`config.mk`:
```
export PLATFORM = sky130hd
export DESIGN_NAME = sal_cmd_issue_flat
export DESIGN_NICKNAME = d
export VERILOG_FILES = /design/src/rtl/sal_cmd_issue_if.sv /design/src/rtl/sal_cmd_issue.sv /design/src/flat_wrapper.sv
export SDC_FILE = /design/constraint.sdc
export NUM_CORES = 1
export LEC_CHECK = 0
export ABC_AREA = 1
export ABC_CLOCK_PERIOD_IN_PS = 1720
export CORE_MARGIN = 2
export CORE_UTILIZATION = 59
export DETAILED_ROUTE_END_ITERATION = 7
export MAX_ROUTING_LAYER = met4
export PLACE_DENSITY_LB_ADDON = 0.12
export SLEW_MARGIN = 15
export SYNTH_ARGS = -nofsm -noshare
export SYNTH_HDL_FRONTEND = slang
export SYNTH_SLANG_ARGS = --single-unit
export TNS_END_PERCENT = 10
```
`constraint.sdc`:
```
create_clock -name clk -period 1.72 [get_ports clk]
set_input_delay 0.344 -clock clk [delete_from_list [all_inputs] [get_ports clk]]
set_output_delay 0.344 -clock clk [all_outputs]
set_load 0.1 [all_outputs]
```
`src/rtl/sal_cmd_issue_if.sv`:
```
// rtl/sal_cmd_issue_if.sv - scheduler grant/field bundle and DDR3 pin/window bundle
interface sal_cmd_issue_if #(
    parameter int BA_WIDTH   = 3,
    parameter int RA_WIDTH   = 16,
    parameter int CA_WIDTH   = 10,
    parameter int ADDR_WIDTH = 16,
    parameter int ID_WIDTH   = 4,
    parameter int LEN_WIDTH  = 4
);
    logic                  act_gnt_i;
    logic                  rd_gnt_i;
    logic                  wr_gnt_i;
    logic                  pre_gnt_i;
    logic                  ref_gnt_i;
    logic [BA_WIDTH-1:0]   ba_i;
    logic [RA_WIDTH-1:0]   ra_i;
    logic [CA_WIDTH-1:0]   ca_i;
    logic [ID_WIDTH-1:0]   id_i;
    logic [LEN_WIDTH-1:0]  len_i;

    logic                  cke_o;
    logic                  cs_n_o;
    logic                  ras_n_o;
    logic                  cas_n_o;
    logic                  we_n_o;
    logic [BA_WIDTH-1:0]   ba_o;
    logic [ADDR_WIDTH-1:0] addr_o;
    logic                  rd_en_o;
    logic [ID_WIDTH-1:0]   rd_id_o;
    logic [LEN_WIDTH-1:0]  rd_len_o;
    logic                  rd_last_o;
    logic                  wr_en_o;
    logic [ID_WIDTH-1:0]   wr_id_o;
    logic                  wr_last_o;
    logic                  err_o;

    modport master (
        output act_gnt_i, rd_gnt_i, wr_gnt_i, pre_gnt_i, ref_gnt_i,
        output ba_i, ra_i, ca_i, id_i, len_i,
        input  cke_o, cs_n_o, ras_n_o, cas_n_o, we_n_o, ba_o, addr_o,
        input  rd_en_o, rd_id_o, rd_len_o, rd_last_o,
        input  wr_en_o, wr_id_o, wr_last_o, err_o
    );

    modport slave (
        input  act_gnt_i, rd_gnt_i, wr_gnt_i, pre_gnt_i, ref_gnt_i,
        input  ba_i, ra_i, ca_i, id_i, len_i,
        output cke_o, cs_n_o, ras_n_o, cas_n_o, we_n_o, ba_o, addr_o,
        output rd_en_o, rd_id_o, rd_len_o, rd_last_o,
        output wr_en_o, wr_id_o, wr_last_o, err_o
    );
endinterface

```
`src/rtl/sal_cmd_issue.sv`:
```
// rtl/sal_cmd_issue.sv - DDR3 command pin encoder with CL/CWL read/write data windows
module sal_cmd_issue #(
    parameter int BA_WIDTH   = 3,
    parameter int RA_WIDTH   = 16,
    parameter int CA_WIDTH   = 10,
    parameter int ADDR_WIDTH = 16,
    parameter int ID_WIDTH   = 4,
    parameter int LEN_WIDTH  = 4,
    parameter int LAT_WIDTH  = 5
) (
    input  logic                 clk,
    input  logic                 rst_n,
    input  logic [LAT_WIDTH-1:0] cl_i,
    input  logic [LAT_WIDTH-1:0] cwl_i,
    sal_cmd_issue_if.slave       bus
);
    localparam int DEPTH = 2 ** LAT_WIDTH;
    localparam int REW   = 1 + ID_WIDTH + LEN_WIDTH;
    localparam int WEW   = 1 + ID_WIDTH;

    localparam logic [3:0] CMD_NOP = 4'b1111;
    localparam logic [3:0] CMD_ACT = 4'b0011;
    localparam logic [3:0] CMD_RD  = 4'b0101;
    localparam logic [3:0] CMD_WR  = 4'b0100;
    localparam logic [3:0] CMD_PRE = 4'b0010;
    localparam logic [3:0] CMD_REF = 4'b0001;

    logic [4:0]            gnts;
    logic                  multi_gnt;
    logic [3:0]            cmd_n;
    logic [BA_WIDTH-1:0]   ba_n;
    logic [ADDR_WIDTH-1:0] addr_n;
    logic [ADDR_WIDTH-1:0] act_addr;
    logic [ADDR_WIDTH-1:0] rw_addr;
    logic                  rd_ins;
    logic                  wr_ins;

    logic [REW-1:0]        rd_dl [DEPTH];
    logic [WEW-1:0]        wr_dl [DEPTH];
    logic [LAT_WIDTH-1:0]  rd_idx;
    logic [LAT_WIDTH-1:0]  wr_idx;
    logic [REW-1:0]        rd_tap;
    logic [WEW-1:0]        wr_tap;
    logic [1:0]            rd_beat;
    logic [1:0]            wr_beat;
    logic                  rd_ovl;
    logic                  wr_ovl;

    assign gnts      = {bus.ref_gnt_i, bus.pre_gnt_i, bus.act_gnt_i, bus.wr_gnt_i, bus.rd_gnt_i};
    assign multi_gnt = (gnts & (gnts - 5'd1)) != 5'd0;

    // Priority REF > PRE > ACT > WR > RD; losers are dropped and flagged via multi_gnt.
    always_comb begin
        cmd_n    = CMD_NOP;
        ba_n     = bus.ba_o;
        addr_n   = bus.addr_o;
        rd_ins   = 1'b0;
        wr_ins   = 1'b0;
        act_addr = '0;
        act_addr[RA_WIDTH-1:0] = bus.ra_i;
        rw_addr  = '0;
        rw_addr[CA_WIDTH-1:0]  = bus.ca_i;
        rw_addr[12]            = 1'b1;
        if (bus.ref_gnt_i) begin
            cmd_n  = CMD_REF;
            addr_n = '0;
        end else if (bus.pre_gnt_i) begin
            cmd_n  = CMD_PRE;
            ba_n   = bus.ba_i;
            addr_n = '0;
        end else if (bus.act_gnt_i) begin
            cmd_n  = CMD_ACT;
            ba_n   = bus.ba_i;
            addr_n = act_addr;
        end else if (bus.wr_gnt_i) begin
            cmd_n  = CMD_WR;
            ba_n   = bus.ba_i;
            addr_n = rw_addr;
            wr_ins = 1'b1;
        end else if (bus.rd_gnt_i) begin
            cmd_n  = CMD_RD;
            ba_n   = bus.ba_i;
            addr_n = rw_addr;
            rd_ins = 1'b1;
        end
    end

    // Entry written at the issue edge sits in slot k-1 just before edge k, hence tap = latency-1.
    assign rd_idx = cl_i - LAT_WIDTH'(1);
    assign wr_idx = cwl_i - LAT_WIDTH'(1);
    assign rd_tap = rd_dl[rd_idx];
    assign wr_tap = wr_dl[wr_idx];
    assign rd_ovl = rd_tap[REW-1] && bus.rd_en_o && (rd_beat != 2'd3);
    assign wr_ovl = wr_tap[WEW-1] && bus.wr_en_o && (wr_beat != 2'd3);

    always_ff @(posedge clk or negedge rst_n) begin
        if (!rst_n) begin
            for (int i = 0; i < DEPTH; i++) begin
                rd_dl[i] <= '0;
                wr_dl[i] <= '0;
            end
        end else begin
            rd_dl[0] <= {rd_ins, bus.id_i, bus.len_i};
            wr_dl[0] <= {wr_ins, bus.id_i};
            for (int i = 1; i < DEPTH; i++) begin
                rd_dl[i] <= rd_dl[i-1];
                wr_dl[i] <= wr_dl[i-1];
            end
        end
    end

    always_ff @(posedge clk or negedge rst_n) begin
        if (!rst_n) begin
            bus.cke_o <= 1'b0;
            {bus.cs_n_o, bus.ras_n_o, bus.cas_n_o, bus.we_n_o} <= CMD_NOP;
            bus.ba_o   <= '0;
            bus.addr_o <= '0;
            bus.err_o  <= 1'b0;
        end else begin
            bus.cke_o <= 1'b1;
            {bus.cs_n_o, bus.ras_n_o, bus.cas_n_o, bus.we_n_o} <= cmd_n;
            bus.ba_o   <= ba_n;
            bus.addr_o <= addr_n;
            bus.err_o  <= bus.err_o | multi_gnt | rd_ovl | wr_ovl;
        end
    end

    // A tap hit always restarts the window, truncating any read still in flight.
    always_ff @(posedge clk or negedge rst_n) begin
        if (!rst_n) begin
            bus.rd_en_o   <= 1'b0;
            bus.rd_id_o   <= '0;
            bus.rd_len_o  <= '0;
            bus.rd_last_o <= 1'b0;
            rd_beat       <= 2'd0;
        end else if (rd_tap[REW-1]) begin
            bus.rd_en_o   <= 1'b1;
            bus.rd_id_o   <= rd_tap[REW-2 -: ID_WIDTH];
            bus.rd_len_o  <= rd_tap[LEN_WIDTH-1:0];
            bus.rd_last_o <= 1'b0;
            rd_beat       <= 2'd0;
        end else if (bus.rd_en_o && rd_beat != 2'd3) begin
            bus.rd_last_o <= (rd_beat == 2'd2);
            rd_beat       <= rd_beat + 2'd1;
        end else begin
            bus.rd_en_o   <= 1'b0;
            bus.rd_id_o   <= '0;
            bus.rd_len_o  <= '0;
            bus.rd_last_o <= 1'b0;
            rd_beat       <= 2'd0;
        end
    end

    always_ff @(posedge clk or negedge rst_n) begin
        if (!rst_n) begin
            bus.wr_en_o   <= 1'b0;
            bus.wr_id_o   <= '0;
            bus.wr_last_o <= 1'b0;
            wr_beat       <= 2'd0;
        end else if (wr_tap[WEW-1]) begin
            bus.wr_en_o   <= 1'b1;
            bus.wr_id_o   <= wr_tap[ID_WIDTH-1:0];
            bus.wr_last_o <= 1'b0;
            wr_beat       <= 2'd0;
        end else if (bus.wr_en_o && wr_beat != 2'd3) begin
            bus.wr_last_o <= (wr_beat == 2'd2);
            wr_beat       <= wr_beat + 2'd1;
        end else begin
            bus.wr_en_o   <= 1'b0;
            bus.wr_id_o   <= '0;
            bus.wr_last_o <= 1'b0;
            wr_beat       <= 2'd0;
        end
    end
endmodule

```
`src/flat_wrapper.sv`:
```
// flat-port wrapper written by rule: the top's interface ports become plain ports
module sal_cmd_issue_flat 
#(
    parameter int BA_WIDTH   = 3,
    parameter int RA_WIDTH   = 16,
    parameter int CA_WIDTH   = 10,
    parameter int ADDR_WIDTH = 16,
    parameter int ID_WIDTH   = 4,
    parameter int LEN_WIDTH  = 4,
    parameter int LAT_WIDTH  = 5
)
  (clk, rst_n, cl_i, cwl_i, bus_act_gnt_i, bus_rd_gnt_i, bus_wr_gnt_i, bus_pre_gnt_i, bus_ref_gnt_i, bus_ba_i, bus_ra_i, bus_ca_i, bus_id_i, bus_len_i, bus_cke_o, bus_cs_n_o, bus_ras_n_o, bus_cas_n_o, bus_we_n_o, bus_ba_o, bus_addr_o, bus_rd_en_o, bus_rd_id_o, bus_rd_len_o, bus_rd_last_o, bus_wr_en_o, bus_wr_id_o, bus_wr_last_o, bus_err_o);
  sal_cmd_issue_if #(.BA_WIDTH(BA_WIDTH), .RA_WIDTH(RA_WIDTH), .CA_WIDTH(CA_WIDTH), .ADDR_WIDTH(ADDR_WIDTH), .ID_WIDTH(ID_WIDTH), .LEN_WIDTH(LEN_WIDTH)) bus_i ();
  input  logic clk;
  input  logic rst_n;
  input  logic [LAT_WIDTH-1:0] cl_i;
  input  logic [LAT_WIDTH-1:0] cwl_i;
  input wire logic [$bits(bus_i.act_gnt_i)-1:0] bus_act_gnt_i;
  input wire logic [$bits(bus_i.rd_gnt_i)-1:0] bus_rd_gnt_i;
  input wire logic [$bits(bus_i.wr_gnt_i)-1:0] bus_wr_gnt_i;
  input wire logic [$bits(bus_i.pre_gnt_i)-1:0] bus_pre_gnt_i;
  input wire logic [$bits(bus_i.ref_gnt_i)-1:0] bus_ref_gnt_i;
  input wire logic [$bits(bus_i.ba_i)-1:0] bus_ba_i;
  input wire logic [$bits(bus_i.ra_i)-1:0] bus_ra_i;
  input wire logic [$bits(bus_i.ca_i)-1:0] bus_ca_i;
  input wire logic [$bits(bus_i.id_i)-1:0] bus_id_i;
  input wire logic [$bits(bus_i.len_i)-1:0] bus_len_i;
  output wire logic [$bits(bus_i.cke_o)-1:0] bus_cke_o;
  output wire logic [$bits(bus_i.cs_n_o)-1:0] bus_cs_n_o;
  output wire logic [$bits(bus_i.ras_n_o)-1:0] bus_ras_n_o;
  output wire logic [$bits(bus_i.cas_n_o)-1:0] bus_cas_n_o;
  output wire logic [$bits(bus_i.we_n_o)-1:0] bus_we_n_o;
  output wire logic [$bits(bus_i.ba_o)-1:0] bus_ba_o;
  output wire logic [$bits(bus_i.addr_o)-1:0] bus_addr_o;
  output wire logic [$bits(bus_i.rd_en_o)-1:0] bus_rd_en_o;
  output wire logic [$bits(bus_i.rd_id_o)-1:0] bus_rd_id_o;
  output wire logic [$bits(bus_i.rd_len_o)-1:0] bus_rd_len_o;
  output wire logic [$bits(bus_i.rd_last_o)-1:0] bus_rd_last_o;
  output wire logic [$bits(bus_i.wr_en_o)-1:0] bus_wr_en_o;
  output wire logic [$bits(bus_i.wr_id_o)-1:0] bus_wr_id_o;
  output wire logic [$bits(bus_i.wr_last_o)-1:0] bus_wr_last_o;
  output wire logic [$bits(bus_i.err_o)-1:0] bus_err_o;
  assign bus_i.act_gnt_i = bus_act_gnt_i;
  assign bus_i.rd_gnt_i = bus_rd_gnt_i;
  assign bus_i.wr_gnt_i = bus_wr_gnt_i;
  assign bus_i.pre_gnt_i = bus_pre_gnt_i;
  assign bus_i.ref_gnt_i = bus_ref_gnt_i;
  assign bus_i.ba_i = bus_ba_i;
  assign bus_i.ra_i = bus_ra_i;
  assign bus_i.ca_i = bus_ca_i;
  assign bus_i.id_i = bus_id_i;
  assign bus_i.len_i = bus_len_i;
  assign bus_cke_o = bus_i.cke_o;
  assign bus_cs_n_o = bus_i.cs_n_o;
  assign bus_ras_n_o = bus_i.ras_n_o;
  assign bus_cas_n_o = bus_i.cas_n_o;
  assign bus_we_n_o = bus_i.we_n_o;
  assign bus_ba_o = bus_i.ba_o;
  assign bus_addr_o = bus_i.addr_o;
  assign bus_rd_en_o = bus_i.rd_en_o;
  assign bus_rd_id_o = bus_i.rd_id_o;
  assign bus_rd_len_o = bus_i.rd_len_o;
  assign bus_rd_last_o = bus_i.rd_last_o;
  assign bus_wr_en_o = bus_i.wr_en_o;
  assign bus_wr_id_o = bus_i.wr_id_o;
  assign bus_wr_last_o = bus_i.wr_last_o;
  assign bus_err_o = bus_i.err_o;
  sal_cmd_issue #(.BA_WIDTH(BA_WIDTH), .RA_WIDTH(RA_WIDTH), .CA_WIDTH(CA_WIDTH), .ADDR_WIDTH(ADDR_WIDTH), .ID_WIDTH(ID_WIDTH), .LEN_WIDTH(LEN_WIDTH), .LAT_WIDTH(LAT_WIDTH)) u_core (.clk(clk), .rst_n(rst_n), .cl_i(cl_i), .cwl_i(cwl_i), .bus(bus_i));
endmodule
```
==> results.cfg <==
[run_status]
status = completed

[worst_hold_path]
min_delay_worst_endpoint = u_core.rd_dl[283]$_DFF_PN0_
worstHoldPathCells = 1
min_path_type = input pin to register
min_from = bus_id_i[0]

[routing]
drtIter0Drc = 1317
drc = 0
num_vias = 11900
drt-total-wl_um = 38100
drt.antenna.violating_nets = 0
post_drt_wl_per_cell_um = 18.3
dr.pass1.iters = 5
drt-vias-per-instance = 5.71

[timing]
period_needed_ns = 1.71
setup_ws_ns = 0.00689
rsz0062_at_grt = yes
slew_viol_final = 0
finalHoldViolCount = 0
fin_crit_sh = 0.996
worst-slew-pin-transition_ns = 0.519
slew_headroom = 0.652
finalSetupTns_ns = 0
setup_viol = 0
skew_ns = 0.0211
fmax_ghz = 0.584

[final_layout]
most-common-layout-cells = 559 x nand2_1, 381 x nand3_1, 361 x dfrtp_1, 84 x buf_4, 68 x buf_12
drive_above_1_share = 0.164
n_antenna_cell = 0
layout.nets = 1794
stdcell_count = 2086
area_delta_synth_final_pct = 27.0
final_common_cell = nand2_1

[floorplanning]
fp.dieH_um = 162
core_area_mm2 = 0.0245
ios = 95
dieArea_mm2 = 0.0263
num_rows = 57
initial_core_util = 0.604
die_w_um = 162

[cts]
cts-root-buf = clkbuf_16
cts_buffer_depth = 3
worstSkewPairLatency_ns = 0.53
cts_tree = built
htree_num_levels = 2
cts.sinks = 365
clk_pin_slew_worst_paths_ns = 0.06
cts_buffers = 38

[setup_path]
reg2reg_depth = 4
arrival_ns = 2.13
criticalPathCategory = input pin to register
r2r-end = u_core.bus.err_o$_DFF_PN0_
cp-start-kind = input pin
r2r_start = u_core.wr_beat[0]$_DFF_PN0_
critPathCaptureType = register
critical_path.max_fanout = 9
crit_required_ns = 2.14
regToRegSetupSlack_ns = 0.31

[pwr]
p_per_area_mw_per_mm2 = 1210
swShare = 0.297
switchingPower_uw = 6740
seqPwrFrac = 0.423
pwr-share-clk = 0.368
internal-power_uw = 16000
p_leak_uw = 0.00897
power_frac_comb = 0.209
ir_drop_mv = 1.27

[synthesis]
yosysWarnings = 0
synth_seq_cells = 365
synth_cell_types = 39
synth_top_flop_cell = dfrtp_1
synth_edf_count = 0
seq_area_frac_synth = 0.619
async_reset_ff_frac = 1.00
netlist_area_mm2 = 0.0148
avgSynthCellArea_um2 = 9.42
yosys-top-cells-area = dfrtp_1 61%, nand2_1 14%, nand3_1 13%, buf_2 1.6%, inv_1 1.0%
synth_fp_nets = 1628
yosys.area.top_type_share = 0.612
yosys.area.top_type = dfrtp_1
netlist_instances = 1568

[placement]
dp_cells = 2012
place_hpwl_um = 24600
place.gp.congestion = 0.869
port_buffers = 94
place_ws_ns = -0.705

[grt]
grtUsageTotal = 0.302
antenna_found_initial = 0
grt_pass1_wl_um = 61400
grt_pass1_vias = 11900
overflow = 0
grt_max_degree = 73

[flow_run]
maxCapViolCount = 0
==> worst max-delay path: stages <==
cell             delay, ns
clkdlybuf4s50_1       0.45
inv_1                 0.08
ha_4                  0.37
buf_12                0.14
nand3_1               0.09
nand3_1               0.11
nand3_2               0.10
nand3_4               0.10
nand2_8               0.09
buf_4                 0.15
nand3_2               0.05
nand2_1               0.05
==> cell families (layout without fill, tap and decap cells) <==
logic type	Yosys count	count (layout)	share of synthesized area
multiplexers	3	3	0.00229
buffers and inverters	141	335	0.0513
AO/OA/AOI/OAI	32	32	0.0147
flip-flops	365	365	0.619
XOR/XNOR	2	2	0.00246
other	1	1	0.000254
adder cells (fa/ha/maj)	6	6	0.00508
AND/OR/NAND/NOR	1018	1018	0.305
==> Yosys cell counts (4+ instances only) <==
library cell / n
buf_6: 10
nand3_1: 395
inv_1: 41
buf_2: 48
nand2_2: 7
clkbuf_1: 18
o31ai_1: 10
o21ai_0: 13
dfstp_2: 4
nand4_1: 9
dfrtp_1: 361
nand3_2: 9
nor2_1: 22
ha_1: 6
a32o_1: 5
nand2_1: 564
buf_4: 14
==> area by class of cell <==
cell class / instances / area [µm²]
sequential: 365 / 9140
fill: 1625 / 5700
multi-input combinational: 1062 / 5000
timing repair buffer: 219 / 2720
clock buffer: 64 / 1210
tap: 324 / 405
inverter: 48 / 211
clock inverter: 4 / 72.6
==> per-stage QoR <==
stage / power [µW] / hold WS [ns] / instance area (µm²) / util
6_report: 22700 / 0.258 / 18800 / 0.767
2_1_floorplan: 12300 / 0.0484 / 14900 / -
5_1_grt: 23500 / 0.250 / 18800 / 0.767
4_1_cts: 22700 / 0.245 / 18600 / 0.760
3_5_place_dp: 14300 / 0.248 / 17200 / 0.703
3_3_place_gp: 14200 / 0.248 / 17200 / 0.703
==> routing by layer <==
layer	GRT usage	share of wire	up-vias
met2	0.466	0.48	523
met3	0.0447	0.075	71
li1	-	-	5459
met5	-	0	-
met4	0.0837	0.023	0
met1	0.425	0.42	5851
==> power groups by stage <==
| stage | Sequential (µW) | Clock (µW) | Combinational [µW] |
|---|---|---|---|
| after floorplan | 10700 | 0 | 1660 |
| after global placement | 9720 | 0 | 4500 |
| after detailed placement | 9730 | 0 | 4550 |
| after CTS | 9600 | 8460 | 4650 |
| after global routing | 9660 | 8820 | 5060 |
| final | 9610 | 8360 | 4740 |
==> sequential cells by signal, indices dropped and copies added (netlist names), 2 cells and up <==
| register | flops |
|---|---|
| u_core.rd_dl | 288 |
| u_core.bus.ba_o | 3 |
| u_core.bus.addr_o | 16 |
| u_core.wr_dl | 32 |
| u_core.bus.rd_len_o | 4 |
| u_core.rd_beat | 2 |
| u_core.wr_beat | 2 |
| u_core.bus.wr_id_o | 4 |
| u_core.bus.rd_id_o | 4 |
==> how the worst max path moves through the flow <==
stage	from	to	depth (start not counted)
after global routing	cl_i[1]	u_core.bus.rd_id_o[0]$_DFFE_PN0P_	11
after detailed placement	cwl_i[1]	u_core.bus.err_o$_DFF_PN0_	11
after CTS	cwl_i[1]	u_core.bus.wr_id_o[2]$_DFFE_PN0P_	14
after global placement	cwl_i[1]	u_core.bus.err_o$_DFF_PN0_	12
after floorplan	cwl_i[0]	u_core.bus.wr_id_o[0]$_DFFE_PN0P_	16
final	cl_i[1]	u_core.bus.rd_id_o[0]$_DFFE_PN0P_	12
==> what timing repair did <==
action,in CTS,in global routing
gates resized for setup,22,23
pin swaps,4,2
hold endpoints to repair,25,0
setup buffers,1,0
hold buffers,1,0
gates cloned,0,4
endpoints found under the setup margin,18,21
No activity file was read; power rests on OpenSTA's default activity.
